==> config.mk <==
export PLATFORM = sky130hd
export DESIGN_NAME = round_ctl
export DESIGN_NICKNAME = d
export VERILOG_FILES = /design/src/rtl/round_ctl.sv
export SDC_FILE = /design/constraint.sdc
export NUM_CORES = 1
export LEC_CHECK = 0
export ABC_AREA = 1
export ABC_CLOCK_PERIOD_IN_PS = 4400
export CELL_PAD_IN_SITES_DETAIL_PLACEMENT = 0
export CELL_PAD_IN_SITES_GLOBAL_PLACEMENT = 1
export CORE_UTILIZATION = 41
export DETAILED_ROUTE_END_ITERATION = 12
export PLACE_DENSITY = 0.91
export SLEW_MARGIN = 20
export SYNTH_ARGS = -nofsm -noshare
export SYNTH_HDL_FRONTEND = slang
export SYNTH_SLANG_ARGS = --single-unit
==> constraint.sdc <==
create_clock -name aclk -period 4.4 [get_ports aclk]
set_clock_uncertainty 0.2 [all_clocks]
set_input_delay 0.66 -clock aclk [delete_from_list [all_inputs] [get_ports aclk]]
set_output_delay 0.66 -clock aclk [all_outputs]
set_load 0.01 [all_outputs]
==> src/rtl/round_ctl.sv <==
// Round sequencer for the duck playfield: releases ducks one at a time, counts shots,
// decides hit / timeout / out-of-ammo per duck and advances rounds on the hit tally.
module round_ctl #(
    parameter int DUCKS       = 10,
    parameter int SHOTS       = 3,
    parameter int TIMEOUT     = 200,
    parameter int ESC_TICKS   = 40,
    parameter int INTRO_TICKS = 60,
    parameter int PASS_HITS   = 6
) (
    input  logic             aclk,
    input  logic             rst,
    input  logic             start,
    input  logic             fire,
    input  logic             hit,
    input  logic             duck_down,
    output logic             duck_rst,
    output logic [1:0]       shots_left,
    output logic [3:0]       duck_idx,
    output logic [3:0]       hits,
    output logic [DUCKS-1:0] hit_mask,
    output logic [7:0]       round,
    output logic [2:0]       state,
    output logic             fly_away,
    output logic             game_over
);

    typedef enum logic [2:0] {
        S_IDLE   = 3'd0,
        S_INTRO  = 3'd1,
        S_FLY    = 3'd2,
        S_FALL   = 3'd3,
        S_ESCAPE = 3'd4,
        S_NEXT   = 3'd5,
        S_TALLY  = 3'd6,
        S_OVER   = 3'd7
    } state_t;

    localparam logic [7:0] INTRO_LAST = 8'(INTRO_TICKS - 1);
    localparam logic [7:0] FLY_LAST   = 8'(TIMEOUT - 1);
    localparam logic [7:0] ESC_LAST   = 8'(ESC_TICKS - 1);
    localparam logic [1:0] SHOTS_Q    = 2'(SHOTS);
    localparam logic [3:0] LAST_DUCK  = 4'(DUCKS - 1);
    localparam logic [3:0] PASS_Q     = 4'(PASS_HITS);

    state_t           state_q, state_d;
    logic [7:0]       phase_q, phase_d;
    logic [1:0]       shots_q, shots_d;
    logic [3:0]       idx_q, idx_d;
    logic [3:0]       hits_q, hits_d;
    logic [DUCKS-1:0] mask_q, mask_d;
    logic [7:0]       round_q, round_d;
    logic             duck_rst_q, duck_rst_d;
    logic             fly_away_q, fly_away_d;
    logic             game_over_q, game_over_d;

    function automatic logic [7:0] sat_inc8(input logic [7:0] v);
        if (v == 8'hFF) begin
            return v;
        end else begin
            return v + 8'd1;
        end
    endfunction

    // State register
    always_ff @(posedge aclk) begin
        if (rst) begin
            state_q <= S_IDLE;
        end else begin
            state_q <= state_d;
        end
    end

    // Next-state logic; phase_q counts cycles spent in the current state
    always_comb begin
        state_d = state_q;
        case (state_q)
            S_IDLE, S_OVER: if (start) state_d = S_INTRO; else state_d = state_q;
            S_INTRO:        if (phase_q == INTRO_LAST) state_d = S_FLY; else state_d = state_q;
            S_FLY: begin
                if (hit) begin
                    state_d = S_FALL;
                end else if (phase_q == FLY_LAST || shots_q == 2'd0) begin
                    state_d = S_ESCAPE;
                end else begin
                    state_d = state_q;
                end
            end
            S_FALL:   if (duck_down) state_d = S_NEXT; else state_d = state_q;
            S_ESCAPE: if (phase_q == ESC_LAST) state_d = S_NEXT; else state_d = state_q;
            S_NEXT:   if (idx_q == LAST_DUCK) state_d = S_TALLY; else state_d = S_FLY;
            S_TALLY:  if (hits_q >= PASS_Q) state_d = S_INTRO; else state_d = S_OVER;
            default:  state_d = S_IDLE;
        endcase
    end

    // Output decode from the next state, so the flops change on the same edge as state
    always_comb begin
        duck_rst_d  = 1'b1;
        fly_away_d  = 1'b0;
        game_over_d = 1'b0;
        case (state_d)
            S_FLY, S_FALL: duck_rst_d = 1'b0;
            S_ESCAPE: begin
                duck_rst_d = 1'b0;
                fly_away_d = 1'b1;
            end
            S_OVER:  game_over_d = 1'b1;
            default: duck_rst_d = 1'b1;
        endcase
    end

    // Datapath next values: per-round tallies clear on INTRO entry, ammo reloads on FLY entry
    always_comb begin
        shots_d = shots_q;
        idx_d   = idx_q;
        hits_d  = hits_q;
        mask_d  = mask_q;
        round_d = round_q;
        if (state_d != state_q) phase_d = 8'd0; else phase_d = phase_q + 8'd1;
        case (state_q)
            S_IDLE, S_OVER: begin
                if (start) begin
                    round_d = 8'd1;
                    idx_d   = 4'd0;
                    hits_d  = 4'd0;
                    mask_d  = '0;
                end else begin
                    round_d = round_q;
                end
            end
            S_INTRO: if (state_d == S_FLY) shots_d = SHOTS_Q; else shots_d = shots_q;
            S_FLY: begin
                if (fire && shots_q != 2'd0) shots_d = shots_q - 2'd1; else shots_d = shots_q;
                if (hit) begin
                    hits_d = hits_q + 4'd1;
                    mask_d = mask_q | (DUCKS'(1'b1) << idx_q);
                end else begin
                    hits_d = hits_q;
                    mask_d = mask_q;
                end
            end
            S_NEXT: begin
                if (state_d == S_FLY) begin
                    idx_d   = idx_q + 4'd1;
                    shots_d = SHOTS_Q;
                end else begin
                    idx_d = idx_q;
                end
            end
            S_TALLY: begin
                if (state_d == S_INTRO) begin
                    round_d = sat_inc8(round_q);
                    idx_d   = 4'd0;
                    hits_d  = 4'd0;
                    mask_d  = '0;
                end else begin
                    round_d = round_q;
                end
            end
            default: round_d = round_q;
        endcase
    end

    // Datapath and output registers
    always_ff @(posedge aclk) begin
        if (rst) begin
            phase_q     <= 8'd0;
            shots_q     <= 2'd0;
            idx_q       <= 4'd0;
            hits_q      <= 4'd0;
            mask_q      <= '0;
            round_q     <= 8'd0;
            duck_rst_q  <= 1'b1;
            fly_away_q  <= 1'b0;
            game_over_q <= 1'b0;
        end else begin
            phase_q     <= phase_d;
            shots_q     <= shots_d;
            idx_q       <= idx_d;
            hits_q      <= hits_d;
            mask_q      <= mask_d;
            round_q     <= round_d;
            duck_rst_q  <= duck_rst_d;
            fly_away_q  <= fly_away_d;
            game_over_q <= game_over_d;
        end
    end

    assign state      = state_q;
    assign duck_rst   = duck_rst_q;
    assign shots_left = shots_q;
    assign duck_idx   = idx_q;
    assign hits       = hits_q;
    assign hit_mask   = mask_q;
    assign round      = round_q;
    assign fly_away   = fly_away_q;
    assign game_over  = game_over_q;

endmodule

==> results of run 1 <==
cell type report:
| type | instances | area (µm²) |
|---|---|---|
| sequential | 42 | 841 |
| clock inverter | 2 | 37.5 |
| inverter | 47 | 179 |
| fill | 563 | 2590 |
| clock buffer | 6 | 72.6 |
| timing repair buffer | 39 | 390 |
| tap | 72 | 90.1 |
| multi-input combinational | 223 | 1270 |
stage by stage:
step	area [µm²]	hold WS, ns	cells	util (%)
5_1_grt	2880	0.279	431	52.6
3_5_place_dp	2770	0.240	423	50.6
3_3_place_gp	2770	0.224	423	50.6
4_1_cts	2880	0.255	431	52.6
6_report	2880	0.254	431	52.6
2_1_floorplan	2330	0.218	318	-
critical path: stages:
cell	delay (ns)
clkdlybuf4s50_1	0.67
inv_1	0.67
nand2_2	0.15
nor3_2	0.19
a21oi_1	0.05
synthesized netlist by cell type, types with 2 or more instances:
library cell	number
a211oi_1	9
nand2_4	2
a31oi_1	6
ha_1	11
inv_2	7
nand2_2	7
clkbuf_1	2
dfxtp_1	42
a21oi_1	29
inv_1	39
or2_2	2
o211a_1	7
nor2_1	40
nand3_1	17
o21ai_1	3
nor2_4	3
buf_6	2
xnor2_1	2
o21ai_0	22
nor2_2	3
nor3_1	4
xor2_1	3
nand4_1	2
nand2_1	45
path summary, 6_finish.rpt:
kind | cells after the start | from | endpoint
worst max-delay path | 5 | rst | duck_rst
worst min-delay path | 1 | phase_q[0] | phase_q[0]
worst max register to register | 10 | state[1] | hit_mask[7]
worst min register to register | 1 | phase_q[0] | phase_q[0]
state kept, by name (all words and copies together), names as in the netlist:
signal / cells
duck_idx: 4
duck_rst: 1
fly_away: 1
game_over: 1
hit_mask: 10
hits: 4
phase_q: 8
round: 8
shots_left: 2
state: 3
per-layer routing:
layer	vias to the layer above	GRT usage [%]	part of all wire, %
li1	1134	-	-
met1	981	23.6	50
met5	-	0	0
met2	39	29.9	45
met4	0	7.92	1.8
met3	7	2.59	3.0
power groups by stage:
stage | clock (W) | sequential (W) | combinational [W]
final | 0.000305 | 0.000431 | 0.000181
after global placement | 0 | 0.000439 | 0.000179
after floorplan | 0 | 0.000446 | 0.000105
after CTS | 0.000316 | 0.000431 | 0.000181
after detailed placement | 0 | 0.000440 | 0.000181
after global routing | 0.000330 | 0.000436 | 0.000203
kinds of logic (layout without fill, tap and decap cells):
family	count (synthesis)	count (layout)
buffers and inverters	53	94
AOI/OAI and AO/OA	77	77
and+or+nand+nor	130	130
adders and majority gates	11	11
xor gates and xnor gates	5	5
DFF	42	42
==> metrics.md, run 1 <==
| Metric | Value |
|---|---|
| PnR Total Power | `0.000917 W` |
| First-pass GRT wire length | `8790 µm` |
| Port bufs | `39` |
| CP endpoint kind | `register` |
| Sw Share | `~28%` |
| Clock Tree Buf Depth | `2` |
| Worst vdd ir | `0.000125 V` |
| Vias | `2161` |
| Max-cap violations | `0` |
| PostCTS Resize Cnt | `0` |
| Die Area | `0.00598 mm²` |
| Post-synthesis register bit count | `42` |
| CTS Buf Count | `5` |
| Commonest cells after routing, fill and taps aside | `nand2_1, dfxtp_1, nor2_1, inv_1, clkdlybuf4s50_1` |
| # rows | `27` |
| Mapped Nets | `around 340` |
| Cell Pwr Density | `318 mW/mm²` |
| Clock slew at reported path FFs | `0.08 ns` |
| Layout area overhead | `23.7%` |
| Logic gate share of total power | `around a fifth` |
| Netlist cell types | `33` |
| Worst Setup Slack post-DPL | `about 1.6 ns` |
| Avg Cell Area, Syn | `between 7 and 8 µm²` |
| Rel. slew slack | `51.9%` |
| Antenna Nets Post-Route | `0` |
| Largest family of logic cells by synthesized area | `simple AND/OR/NAND/NOR gates` |
| Synth top area share | `36.1%` |
| Startpoint types | `input port` |
| Ys async rst share | `0%` |
| WL/cell | `11.5 µm` |
| Cell taking the most area after synthesis | `dfxtp_1` |
| Final Hold Viols | `0` |
| Flop pwr share | `between 40 and 50%` |
| CP max FO | `22` |
| Worst slew pin tran | `just over 0.7 ns` |
| Chip height | `just under 80 µm` |
| Setup TNS | `0 ns` |
| Most common cell after layout, fill and taps aside | `nand2_1` |
| Clock sinks | `between 40 and 50` |
| Arr. time, crit path | `2.41 ns` |
| Clock power share | `33.3%` |
| Post-synth top flop | `dfxtp_1` |
| Post-CTS setup buffer count | `0` |
| Core Box Area | `0.00547 mm²` |
| EDFF count, synth | `0` |
| CTS H-Tree Depth | `2` |
| Internal power | `0.000658 W` |
| Antenna Cells | `0` |
| DIE WIDTH | `77.3 µm` |
| Max Freq | `408 MHz` |
| Post-synthesis sequential area ratio | `a little over a third` |
| Final worst path period share | `about 56%` |
| Setup repair after global routing missed its margin | `false` |
| Gr usage total | `a little under a fifth` |
| Compound-Gate Fraction of Synth Area | `a little under 20%` |
| Final WL | `4960 µm` |
| Status | `finished, final reports clean` |
| Cell area after synthesis | `0.00233 mm²` |
| XOR/XNOR Fraction of Synth Area | `1.88%` |
| Leak | `1.25 nW` |
| Multiplexer share of the synthesized area | `0%` |
| Setup WS post-layout | `1.95 ns` |
| Sw Pwr | `0.000259 W` |
| DRC | `0` |
| HP Class | `register to register` |
| Post-layout nets | `375` |
| Area share of fa/ha/maj cells after synthesis | `5.91%` |
| Io pins | `40` |
| Synth Area in Simple Gates | `~27%` |
| Drt initial violations | `103` |
| Max-slew violation count | `0` |
| Gr ovfl total | `0` |
| Area contributors post-synth | `dfxtp_1, nand2_1, nor2_1, inv_1, a21oi_1` |
| Vias in the first global route | `1937` |
| Kind of critical path | `input port to register` |
| Clock insertion delay at the later pin of the skew report | `0.30 ns` |
| Minimum clock period | `2.45 ns` |
| First-pass DRT Iterations | `4` |
| Final GP Congestion | `0.811` |
| Number of antenna violations at the first check in global routing | `0` |
| Setup violators final | `0` |
| Largest net degree at the start of global routing | `23` |
| Initial core utilization | `42.5%` |
| Root buffer cell | `clkbuf_8` |
| CTS tree | `done` |
| Req. time, crit path | `4.36 ns` |
| Worst R2R Setup Slack | `2.29 ns` |
| Final HPWL DP | `3630 µm` |
| Post-DR vias/cell | `5.01` |
| Ys Warns | `0` |
| Mapped Cells | `318` |
| Number of buffers inserted by hold repair at cts | `0` |
| Share of cells above drive strength 1 | `10.3%` |
(Power assumes the default switching activity.)
==> run 2, diff against run 1 <==
--- a/config.mk
+++ b/config.mk
@@ -6,12 +6,12 @@
 export NUM_CORES = 1
 export LEC_CHECK = 0
 export ABC_AREA = 1
-export ABC_CLOCK_PERIOD_IN_PS = 4400
+export ABC_CLOCK_PERIOD_IN_PS = 2050
 export CELL_PAD_IN_SITES_DETAIL_PLACEMENT = 0
 export CELL_PAD_IN_SITES_GLOBAL_PLACEMENT = 1
-export CORE_UTILIZATION = 41
+export CORE_UTILIZATION = 34
 export DETAILED_ROUTE_END_ITERATION = 12
-export PLACE_DENSITY = 0.91
+export PLACE_DENSITY = 0.81
 export SLEW_MARGIN = 20
 export SYNTH_ARGS = -nofsm -noshare
 export SYNTH_HDL_FRONTEND = slang
==> constraint.sdc (replaced) <==
create_clock -name aclk -period 2.05 [get_ports aclk]
set_clock_uncertainty 0.2 [all_clocks]
set_input_delay 0.3075 -clock aclk [delete_from_list [all_inputs] [get_ports aclk]]
set_output_delay 0.3075 -clock aclk [all_outputs]
set_load 0.01 [all_outputs]
==> run 2 against run 1 <==
Via count up 2.2%. Sequential share of layout area down 1.6 points. Clock power rose to 2.7 times the previous value. Cell count up 4.2%. Register-to-register slack worse by 2.2 ns. First-iteration DRC count up 1.9%. Worst setup slack worse by 1.8 ns. Clock-buffer cell count unchanged. Critical path depth up 7. Critical path type is now register to register. Highest routed layer unchanged.
==> metrics.md, run 2 (synthesis results as in run 1) <==
| Metric | Value |
|---|---|
| Status | `finished, final reports clean` |
| Post-layout nets | `388 (+3.5%)` |
| Gr usage total | `16.1% (-2.0 points)` |
| HP Class | `register to register` |
| Worst vdd ir | `0.000356 V (+180%)` |
| CP max FO | `8 (-64%)` |
| Leak | `1.34 nW (+7.7%)` |
| CP Cell Sequence | `ha_2, nand2_1, nor2_2, nand3_1, nand3_1, nand2_1, nand2_1, nand2_2, nor2_4, nand2_1, nand4_4, nor2_1` |
| Arr. time, crit path | `1.90 ns (-0.51 ns)` |
| Clock slew at reported path FFs | `0.08 ns (about the same)` |
| Kind of critical path | `register to register` |
| PnR Total Power | `0.00217 W (+140%)` |
| Final GP Congestion | `0.824 (+1.6%)` |
| Share of cells above drive strength 1 | `18.3% (+8.0 points)` |
| DIE WIDTH | `84.7 µm (+9.6%)` |
| Rel. slew slack | `71.1% (+19 points)` |
| Largest register FFs | `10 (unchanged)` |
| Fillers | `640 (+14%)` |
| Final core occ | `47.5% (-5.1 points)` |
| CTS H-Tree Depth | `2 (unchanged)` |
| Layout area overhead | `32.5%` |
| Final HPWL DP | `3990 µm (+10%)` |
| Port bufs | `39 (unchanged)` |
| Setup TNS | `0 ns (unchanged)` |
| Sequential Area | `851 µm² (+1.2%)` |
| Most common cell after layout, fill and taps aside | `nand2_1` |
| Req. time, crit path | `2.03 ns (-2.33 ns)` |
| WL/cell | `12.2 µm (+6.5%)` |
| CP endpoint kind | `register` |
| Io pins | `40 (unchanged)` |
| Antenna Cells | `0 (unchanged)` |
| Number of antenna violations at the first check in global routing | `0 (unchanged)` |
| Minimum clock period | `1.91 ns` |
| Largest net degree at the start of global routing | `18 (-22%)` |
| Critical path's slowest cell | `dfxtp_2` |
| Max-cap violations | `0 (unchanged)` |
| Crit path top cell by count | `nand2_1` |
| Vias | `2208 (+2.2%)` |
| Multi-input logic area | `0.00130 mm² (+2.7%)` |
| Chip height | `84.7 µm (+9.6%)` |
| Startpoint types | `register` |
| Worst slew pin tran | `0.430 ns (-0.290 ns)` |
| Antenna Nets Post-Route | `0 (unchanged)` |
| Initial core utilization | `35.8% (-6.7 points)` |
| Commonest cells after routing, fill and taps aside | `nand2_1, clkdlybuf4s50_1, inv_1, dfxtp_1, nor2_1` |
| CTS Buf Count | `5 (unchanged)` |
| Core Box Area | `0.00649 mm² (+19%)` |
| DRC | `0 (unchanged)` |
| Number of buffers inserted by hold repair at cts | `0 (unchanged)` |
| First-pass GRT wire length | `9350 µm (+6.4%)` |
| First-pass DRT Iterations | `6 (+2)` |
| # rows | `29 (+7.4%)` |
| Drt initial violations | `105 (+1.9%)` |
| Clock Tree Buf Depth | `2 (unchanged)` |
| Die Area | `0.00718 mm² (+20%)` |
| Max-slew violation count | `0 (unchanged)` |
| Max incr delay on CP | `0.34 ns (-0.33 ns)` |
| Gr ovfl total | `0 (unchanged)` |
| CTS tree | `done` |
| Vias in the first global route | `2050 (+5.8%)` |
| Setup violators final | `0 (unchanged)` |
| Final Hold Viols | `0 (unchanged)` |
| Cell Pwr Density | `705 mW/mm² (+120%)` |
| Max Freq | `522 MHz` |
| Post-DR vias/cell | `4.92 (-1.9%)` |
| Root buffer cell | `clkbuf_8` |
| Final WL | `5500 µm (+11%)` |
| Clock insertion delay at the later pin of the skew report | `0.29 ns (about the same)` |
| Clock sinks | `42 (unchanged)` |
| Final worst path period share | `93.4%` |
run 2: cell count changes in the layout (fill, tap and decap cells not counted), sizes merged:
| cell | before | now |
|---|---|---|
| buf | 0 | 13 |
| bufinv | 1 | 2 |
| clkinvlp | 1 | 0 |
run 2: through the flow:
step / hold WS [ns] / cell area, µm² / std cells / setup WS (ns)
floorplan: 0.186 / 2330 / 318 / 0.203
global placement: 0.230 / 2880 / 440 / 0.0826
detailed placement: 0.238 / 2880 / 440 / 0.0748
CTS: 0.254 / 3020 / 448 / 0.0596
global route: 0.235 / 3080 / 449 / -0.00259
finish: 0.218 / 3080 / 449 / 0.135
run 2: worst paths after layout:
| check | depth (start not counted) | slack, ns | to | from |
|---|---|---|---|---|
| worst max-delay path | 12 | 0.14 | phase_q[0] | phase_q[0] |
| worst min-delay path | 1 | 0.22 | phase_q[0] | phase_q[0] |
| worst max register to register | 12 | 0.14 | phase_q[0] | phase_q[0] |
| worst min register to register | 1 | 0.22 | phase_q[0] | phase_q[0] |
run 2: power breakdown:
| group | internal, W | total [W] | switching (W) |
|---|---|---|---|
| clock | 0.000520 | 0.000813 | 0.000294 |
| sequential | 0.000872 | 0.000920 | 0.0000478 |
| combinational | 0.000210 | 0.000441 | 0.000231 |
run 2: final cells by class:
| class | count | share of cell area [%] |
|---|---|---|
| repair buffers | 52 | 16.6 |
| well taps | 77 | 3.12 |
| multi-input cells | 223 | 42.2 |
| inverters | 47 | 5.80 |
| clock buffers | 6 | 2.68 |
| clock inverters | 2 | 1.95 |
| flip-flops and latches | 42 | 27.6 |
run 2: per-layer routing:
| layer | global-route usage, % | share of wire, % |
|---|---|---|
| met1 | 21.7 | 50 |
| met2 | 26.2 | 45 |
| met3 | 3.74 | 3.7 |
| met4 | 4.16 | 0.78 |
| met5 | 0 | 0 |
run 2: worst max-delay path, delay by kind of cell (launching register included):
family | cells | cell delay (ns)
fa+ha+maj | 1 | 0.21
flops | 1 | 0.34
simple gates | 11 | 1.03
run 2: what timing repair did:
item                                    4_1_cts  5_1_grt
endpoints found under the setup margin        0       34
setup buffers                                 0        1
resized for setup                             0       20
